### src/rtl/exec_unit_dtypes.sv
// Shared execution-unit datatypes: the instruction-queue entry layout and
// default sizing for the per-unit instruction queues.
package exec_unit_dtypes;

  localparam int unsigned EU_IDX_W = 2;
  localparam int unsigned OPD_ADDR_W = 6;

  localparam int unsigned IQ_DEPTH_DEFAULT = 4;
  localparam int unsigned IQ_STALL_LIMIT_DEFAULT = 255;

  typedef struct packed {
    logic [EU_IDX_W-1:0]   eu_idx;
    logic [OPD_ADDR_W-1:0] addr;
  } type_opd;

  // op0m/op1m gate the operand cache lookups; an all-zero entry requests nothing.
  typedef struct packed {
    logic [3:0]            opcode;
    logic                  op0m;
    logic [OPD_ADDR_W-1:0] op0;
    logic                  op1m;
    logic [OPD_ADDR_W-1:0] op1;
    type_opd               opd;
    logic [7:0]            tag;
  } type_iqueue_entry;

endpackage

### src/rtl/iqueue_fifo_mem.sv
// DEPTH x entry register array: one synchronous write port, one
// combinational read port. Contents are not reset.
module iqueue_fifo_mem
  import exec_unit_dtypes::*;
#(
  parameter int unsigned DEPTH = IQ_DEPTH_DEFAULT,
  localparam int unsigned PTR_W = $clog2(DEPTH)
) (
  input  logic                  clk,
  input  logic                  we_i,
  input  logic [PTR_W-1:0]      waddr_i,
  input  type_iqueue_entry      wdata_i,
  input  logic [PTR_W-1:0]      raddr_i,
  output type_iqueue_entry      rdata_o
);

  type_iqueue_entry mem_q [DEPTH];
  type_iqueue_entry mem_d [DEPTH];

  always_comb begin
    for (int unsigned i = 0; i < DEPTH; i++) begin
      mem_d[i] = mem_q[i];
    end
    if (we_i) begin
      mem_d[waddr_i] = wdata_i;
    end
  end

  always_ff @(posedge clk) begin
    for (int unsigned i = 0; i < DEPTH; i++) begin
      mem_q[i] <= mem_d[i];
    end
  end

  assign rdata_o = mem_q[raddr_i];

endmodule

### src/rtl/alpu_iqueue.sv
// Per-execution-unit instruction queue ahead of the ALPU operand cache:
// circular buffer with head presentation, occupancy and a stall watchdog.
module alpu_iqueue
  import exec_unit_dtypes::*;
#(
  parameter int unsigned DEPTH       = IQ_DEPTH_DEFAULT,
  parameter int unsigned STALL_LIMIT = IQ_STALL_LIMIT_DEFAULT,
  parameter int unsigned eu_idx      = 0,
  localparam int unsigned OCC_W      = $clog2(DEPTH + 1)
) (
  input  logic                         clk,
  input  logic                         reset,
  input  type_iqueue_entry             instr_i,
  input  logic                         instr_valid_i,
  output logic                         instr_ready_o,
  output type_iqueue_entry             curr_instr_o,
  output logic                         curr_valid_o,
  input  logic                         issue_i,
  input  logic                         flush_i,
  output logic [OCC_W-1:0]             occupancy_o,
  output logic                         stall_timeout_o
);

  localparam int unsigned PTR_W   = $clog2(DEPTH);
  localparam int unsigned STALL_W = $clog2(STALL_LIMIT + 1);
  localparam logic [OCC_W-1:0]   DEPTH_OCC = OCC_W'(DEPTH);
  localparam logic [STALL_W-1:0] STALL_MAX = STALL_W'(STALL_LIMIT);

  logic [PTR_W-1:0]   wptr_q, wptr_d;
  logic [PTR_W-1:0]   rptr_q, rptr_d;
  logic [OCC_W-1:0]   occ_q, occ_d;
  logic [STALL_W-1:0] stall_q, stall_d;
  logic               timeout_q, timeout_d;

  logic             head_valid;
  logic             issue_ok;
  logic             enq;
  logic             mem_we;
  type_iqueue_entry head_entry;

  always_comb begin
    head_valid = (occ_q != '0);
    issue_ok   = issue_i & head_valid;
    // A full queue can still accept when the head leaves in the same cycle.
    instr_ready_o = (occ_q < DEPTH_OCC) | issue_ok;
    enq           = instr_valid_i & instr_ready_o;
    mem_we        = enq & ~flush_i;

    wptr_d = wptr_q;
    rptr_d = rptr_q;
    occ_d  = occ_q;
    if (flush_i) begin
      wptr_d = '0;
      rptr_d = '0;
      occ_d  = '0;
    end else begin
      if (enq)      wptr_d = wptr_q + PTR_W'(1);
      if (issue_ok) rptr_d = rptr_q + PTR_W'(1);
      case ({enq, issue_ok})
        2'b10:   occ_d = occ_q + OCC_W'(1);
        2'b01:   occ_d = occ_q - OCC_W'(1);
        default: occ_d = occ_q;
      endcase
    end

    stall_d = stall_q;
    if (flush_i || !head_valid || issue_ok) begin
      stall_d = '0;
    end else if (stall_q != STALL_MAX) begin
      stall_d = stall_q + STALL_W'(1);
    end
    timeout_d = (stall_d == STALL_MAX);
  end

  always_ff @(posedge clk or posedge reset) begin
    if (reset) begin
      wptr_q    <= '0;
      rptr_q    <= '0;
      occ_q     <= '0;
      stall_q   <= '0;
      timeout_q <= 1'b0;
    end else begin
      wptr_q    <= wptr_d;
      rptr_q    <= rptr_d;
      occ_q     <= occ_d;
      stall_q   <= stall_d;
      timeout_q <= timeout_d;
    end
  end

  iqueue_fifo_mem #(
    .DEPTH (DEPTH)
  ) u_mem (
    .clk     (clk),
    .we_i    (mem_we),
    .waddr_i (wptr_q),
    .wdata_i (instr_i),
    .raddr_i (rptr_q),
    .rdata_o (head_entry)
  );

  assign curr_valid_o    = head_valid;
  assign curr_instr_o    = head_valid ? head_entry : '0;
  assign occupancy_o     = occ_q;
  assign stall_timeout_o = timeout_q;

  // Foreign destinations are legal; this only makes them visible in simulation.
  always_ff @(posedge clk) begin
    if (!reset && curr_valid_o) begin
      assert (curr_instr_o.opd.eu_idx == EU_IDX_W'(eu_idx))
        else $warning("alpu_iqueue: head destination eu_idx %0d differs from owner %0d",
                      curr_instr_o.opd.eu_idx, eu_idx);
    end
  end

endmodule

### config.mk
export PLATFORM = sky130hd
export DESIGN_NAME = alpu_iqueue
export DESIGN_NICKNAME = d
export VERILOG_FILES = /design/src/rtl/exec_unit_dtypes.sv /design/src/rtl/iqueue_fifo_mem.sv /design/src/rtl/alpu_iqueue.sv
export SDC_FILE = /design/constraint.sdc
export NUM_CORES = 1
export LEC_CHECK = 0
export BUFFER_PORTS_ARGS = -buffer_cell sky130_fd_sc_hd__buf_2
export CELL_PAD_IN_SITES_DETAIL_PLACEMENT = 1
export CELL_PAD_IN_SITES_GLOBAL_PLACEMENT = 2
export CORE_MARGIN = 10
export CORE_UTILIZATION = 39
export DETAILED_ROUTE_END_ITERATION = 6
export PLACE_DENSITY = 0.84
export RECOVER_POWER = 25
export REMOVE_ABC_BUFFERS = 1
export SYNTH_ARGS = -nofsm -noshare
export SYNTH_HDL_FRONTEND = slang
export SYNTH_SLANG_ARGS = --single-unit
### constraint.sdc
create_clock -name clk -period 1.87 [get_ports clk]
set_input_delay 0.374 -clock clk [delete_from_list [all_inputs] [get_ports clk]]
set_output_delay 0.374 -clock clk [all_outputs]
set_load 0.02 [all_outputs]
Word level (Yosys, flattened, before mapping)
Memories as Yosys holds them, arrays and structs flattened.
Cells that the tools add are included.
- flip-flop bits (word level): 16
- RAM bits: 136
- input bits: 39
- output and inout bits: 40
- word-level logic and storage cells: 45
- memories: 1
- add/sub/neg operators: 5
- order comparisons: 3
- equality and inequality tests: 4
- mux-type cells: 13
- bitwise logic cells: 6
- reductions and logical operators: 8
- memories (memory ; depth ; width ; read ports ; clocked after Yosys merged registers in ; write ports ; RTL line ; RTL):
    u_mem.mem_q ; 4 ; 34 ; 5 ; 0 ; 4 ; iqueue_fifo_mem.sv:17 ; type_iqueue_entry mem_q [DEPTH];
- operator list (kind ; number):
    $bwmux W136 ; 1
    $mux W136 ; 1
    $demux W34 S2 ; 1
    $mux W34 ; 2
    $mux W8 ; 2
    $add A8 B1 Y8 const B ; 1
    $eq A8 B8 Y1 const B ; 1
    $mux W2 ; 4
    $ne A8 B8 Y1 const B ; 1
    $pmux W3 S2 ; 1
    $reduce_bool A3 Y1 ; 2
    $add A2 B1 Y2 const B ; 2
    $reduce_bool A2 Y1 ; 2
    $add A3 B1 Y3 const B ; 1
    $and A1 B1 Y1 ; 3
    $ge A3 B3 Y1 const B ; 1
    $lt A3 B1 Y1 const B ; 1
    $lt A3 B3 Y1 const B ; 1
    $mux W3 ; 1
    $not A2 Y3 ; 1
    $sub A3 B1 Y3 const B ; 1
    $eq A2 B1 Y1 const B ; 1
    $eq A2 B2 Y1 const B ; 1
    $logic_or A1 B1 Y1 ; 2
    4 further kinds ; 4

Depth between registers and ports, before layout
- depth after elaboration: 7
- depth in mapped cells: 8
- mapped depth without buffers: 7

Modules after synthesis
From an unflattened synthesis, not the netlist that was laid out.
- cells, all modules: 331
- area total of the unflattened synthesis: 6189.7 sq um
- modules (own cells, without submodules) (module ; times used ; cells each ; area an instance (sq um) ; sequential area each (sq um)):
    iqueue_fifo_mem ; 1 ; 182 ; 4986.0 ; 4083.9
    alpu_iqueue ; 1 ; 149 ; 1203.7 ; 400.4

Worst setup path before layout
OpenSTA, ideal clock, no wires.
- path kind: reg2reg
- start: reg occupancy_o[2] (netlist name)
- end: mem u_mem.mem_q[0][0] in the netlist's numbering, enable pin
- library setup time: 0.394 ns
- arrival: 1.997 ns
- data required time: 1.476 ns
- setup slack: -0.521 ns
- cell stages (with the launch flop): 6
- path buffers: 1
- path through: dfrtp_1 > buf_4 > nand2b_1 > nand2_1 > nor2_1 > and2_1
- RTL lines (element ; RTL line):
    end: declaration ; iqueue_fifo_mem.sv:17

==> reports/metrics.cfg <==
[worst_setup_path]
end_kind = output port
cp_cell_sequence = buf_6, clkbuf_16, mux4_2, and2_4, buf_6
arrival_ns = 1.95
worstSetupStartpointType = flip-flop
crit_top_cell = buf_6
slowest_stage = mux4_2
max_stage_delay_ns = 0.51
crit_required_ns = 1.50
crit_fanout = 5
crit_type = flip-flop to output port

[sta]
setup_ws_ns = -0.4590
fin_crit_sh = 1.245
hold_violations = 0
setup-tns-final_ns = -13.94
holdWs_ns = 0.04381
finClkSkew_ns = 0.005977
finalCriticalPeriod_ns = 2.329
worstMarginPinSlew_ns = 0.6865
rsz0062_at_grt = true
max_slew_margin = 0.5418
maxClockFrequency_mhz = 429.4
setup_viol = 35
drv_slew = 0

[pwr]
p_total_mw = 8.935
leakage_nw = 2.817
ir_drop_mv = 0.7148
p_per_area_nw_per_um2 = 1123

[placed_design]
hpwl_mm = 9.838
gp_congestion = 0.8083
dp.cells = 645
io_buffers = 78
place_area_sq_um = 7137

[synth]
yosysTopAreaCell = edfxtp_1
ys_seq_area_frac = 0.7159
synthesis.area_per_instance_sq_um = 18.31
synth-async-reset-ratio = 0.1053
ys_top_cells_by_area = edfxtp_1, mux4_2, dfrtp_1
netlist_area_sq_um = 6264
ys_warn_count = 0
yosysTopAreaCellShare = 0.6520
synthFlopType = edfxtp_1
synth.distinct_cells = 46
synthCells = 342
synth_edf_count = 136
ys_ff_latch = 152

[clocking]
clkLatencyLatePin_ns = 0.42
numCtsBuffers = 17
cts_tree = yes
path_clk_slew_ns = 0.07
clkSinkCount = 152
cts_buffer_depth = 2
cts_max_level = 4
cts_root_buf = clkbuf_16
holdBufCountCts = 0

[global_routing]
antenna_found_initial = 0
overflow = 0
grt_max_degree = 38
grtUsageTotal = 0.1371
grt_pass1_wl_mm = 22.68
grt_pass1_vias = 3910

[finish]
n_antenna_cell = 0
area_growth_pct = 27.07
nNetsFinal = 498
stdcell_count = 682
drive_gt1_frac = 0.4099
multi_input_area_sq_um = 1702
final_cell_area_sq_um = 7959
final_common_cell = edfxtp_1
seqCellArea_sq_um = 4487
n_fill_cell = 1532
mostFrequentLayoutCells = edfxtp_1, mux4_2, buf_2

[die]
die_area_sq_um = 21530
core_sq_um = 15830
io_pins = 79
rows = 46
initial_core_util = 0.3957
die_y_microns = 146.7
die_width_microns = 146.7

[detailed_routing]
totalWireLength_mm = 14.64
dr.pass1.iters = 4
ant_nets = 0
route.met3.wl_microns = 555
route.detailed.drc = 0
routedWlPerCell_microns = 21.46
vias = 3456
drtIter0Drc = 143
highest_layer = met4
dr_wl_met2_mm = 7.599
via_per_inst = 5.067
m1WireLength_mm = 6.337

[status]
violations = negative setup slack
status = finished, violations left

[run]
maxCapViolations = 0

[min_path]
min_path_type = input pin to asynchronous set/reset pin

-- timing repair --
action,CTS,global route
pin swaps,1,1
cloned,0,3
resized for setup,30,48
buffers inserted,1,2
endpoints found under the setup margin,35,36
-- per-layer routing --
| metal | up-vias | global-route usage |
|---|---|---|
| met3 | 13 | 0.04023 |
| met2 | 83 | 0.2335 |
| met5 | - | 0 |
| met1 | 1793 | 0.1625 |
| li1 | 1567 | - |
| met4 | 0 | 0.04605 |
-- final timing paths --
check	from	end	slack, ns	cells after the start
worst max-delay path	rptr_q[0]	curr_instr_o[2]	-0.46	5
worst min-delay path	reset	stall_q[4]	0.04	2
worst max register to register	occupancy_o[0]	occupancy_o[2]	0.07	5
worst min register to register	wptr_q[1]	wptr_q[1]	0.60	2
max in group asynchronous	reset	rptr_q[0]	1.34	2
min in group clk	instr_i[27]	u_mem.mem_q[2][27]	0.17	1
-- critical path, delay by kind of cell (launching register included) --
family        cells  cell delay [ns]
buf+inv           3             0.41
flops             1             0.43
simple gates      1             0.17
mux               1             0.51
-- registers in the layout, summed over array words and instances (netlist names) --
name,flops
stall_timeout_o,1
wptr_q,2
rptr_q,2
u_mem.mem_q,136
occupancy_o,3
stall_q,8
-- kinds of logic (layout without fill, tap and decap cells) --
logic type                 Yosys count  count (layout)  share of synthesized area
DFF                                152             152                     0.7159
and+or+nand+nor                     84              84                    0.07971
muxes                               36              36                     0.1254
AOI/OAI and AO/OA                   31              31                    0.03456
buffers and inverters               27             151                    0.02277
adders and majority gates            6               6                    0.01318
xor gates and xnor gates             6               6                   0.008390
-- layout make-up --
class,count,share of cell area
sequential,152,0.5637
multi-input combinational,163,0.2138
timing repair buffer,113,0.1155
clock buffer,17,0.05345
tap,216,0.03396
clock inverter,15,0.01666
inverter,6,0.002830
-- synthesized netlist by cell type (4+ instances only) --
cell / number
dfrtp_1: 16
buf_4: 4
edfxtp_1: 136
clkbuf_1: 5
nor2_1: 13
and2_1: 39
o21ai_0: 4
a31oi_1: 5
nand4_1: 4
nand2_1: 5
inv_1: 6
xnor2_1: 4
mux4_2: 34
buf_2: 9
a21oi_1: 8
ha_1: 5
-- where the power goes --
part,total [mW],internal (mW),switching (mW)
sequential,3.88,3.83,0.0504
clock,3.22,1.75,1.47
combinational,1.83,0.927,0.907
total,8.93,6.51,2.43
-- stage by stage --
step	setup WS (ns)	utilization
finish	-0.4590	0.5028
global route	-0.5402	0.5028
CTS	-0.4740	0.4921
detailed placement	-0.04311	0.4509
global placement	0.01323	0.4509
floorplan	-0.8607	-
No activity file was read; power rests on OpenSTA's default activity.
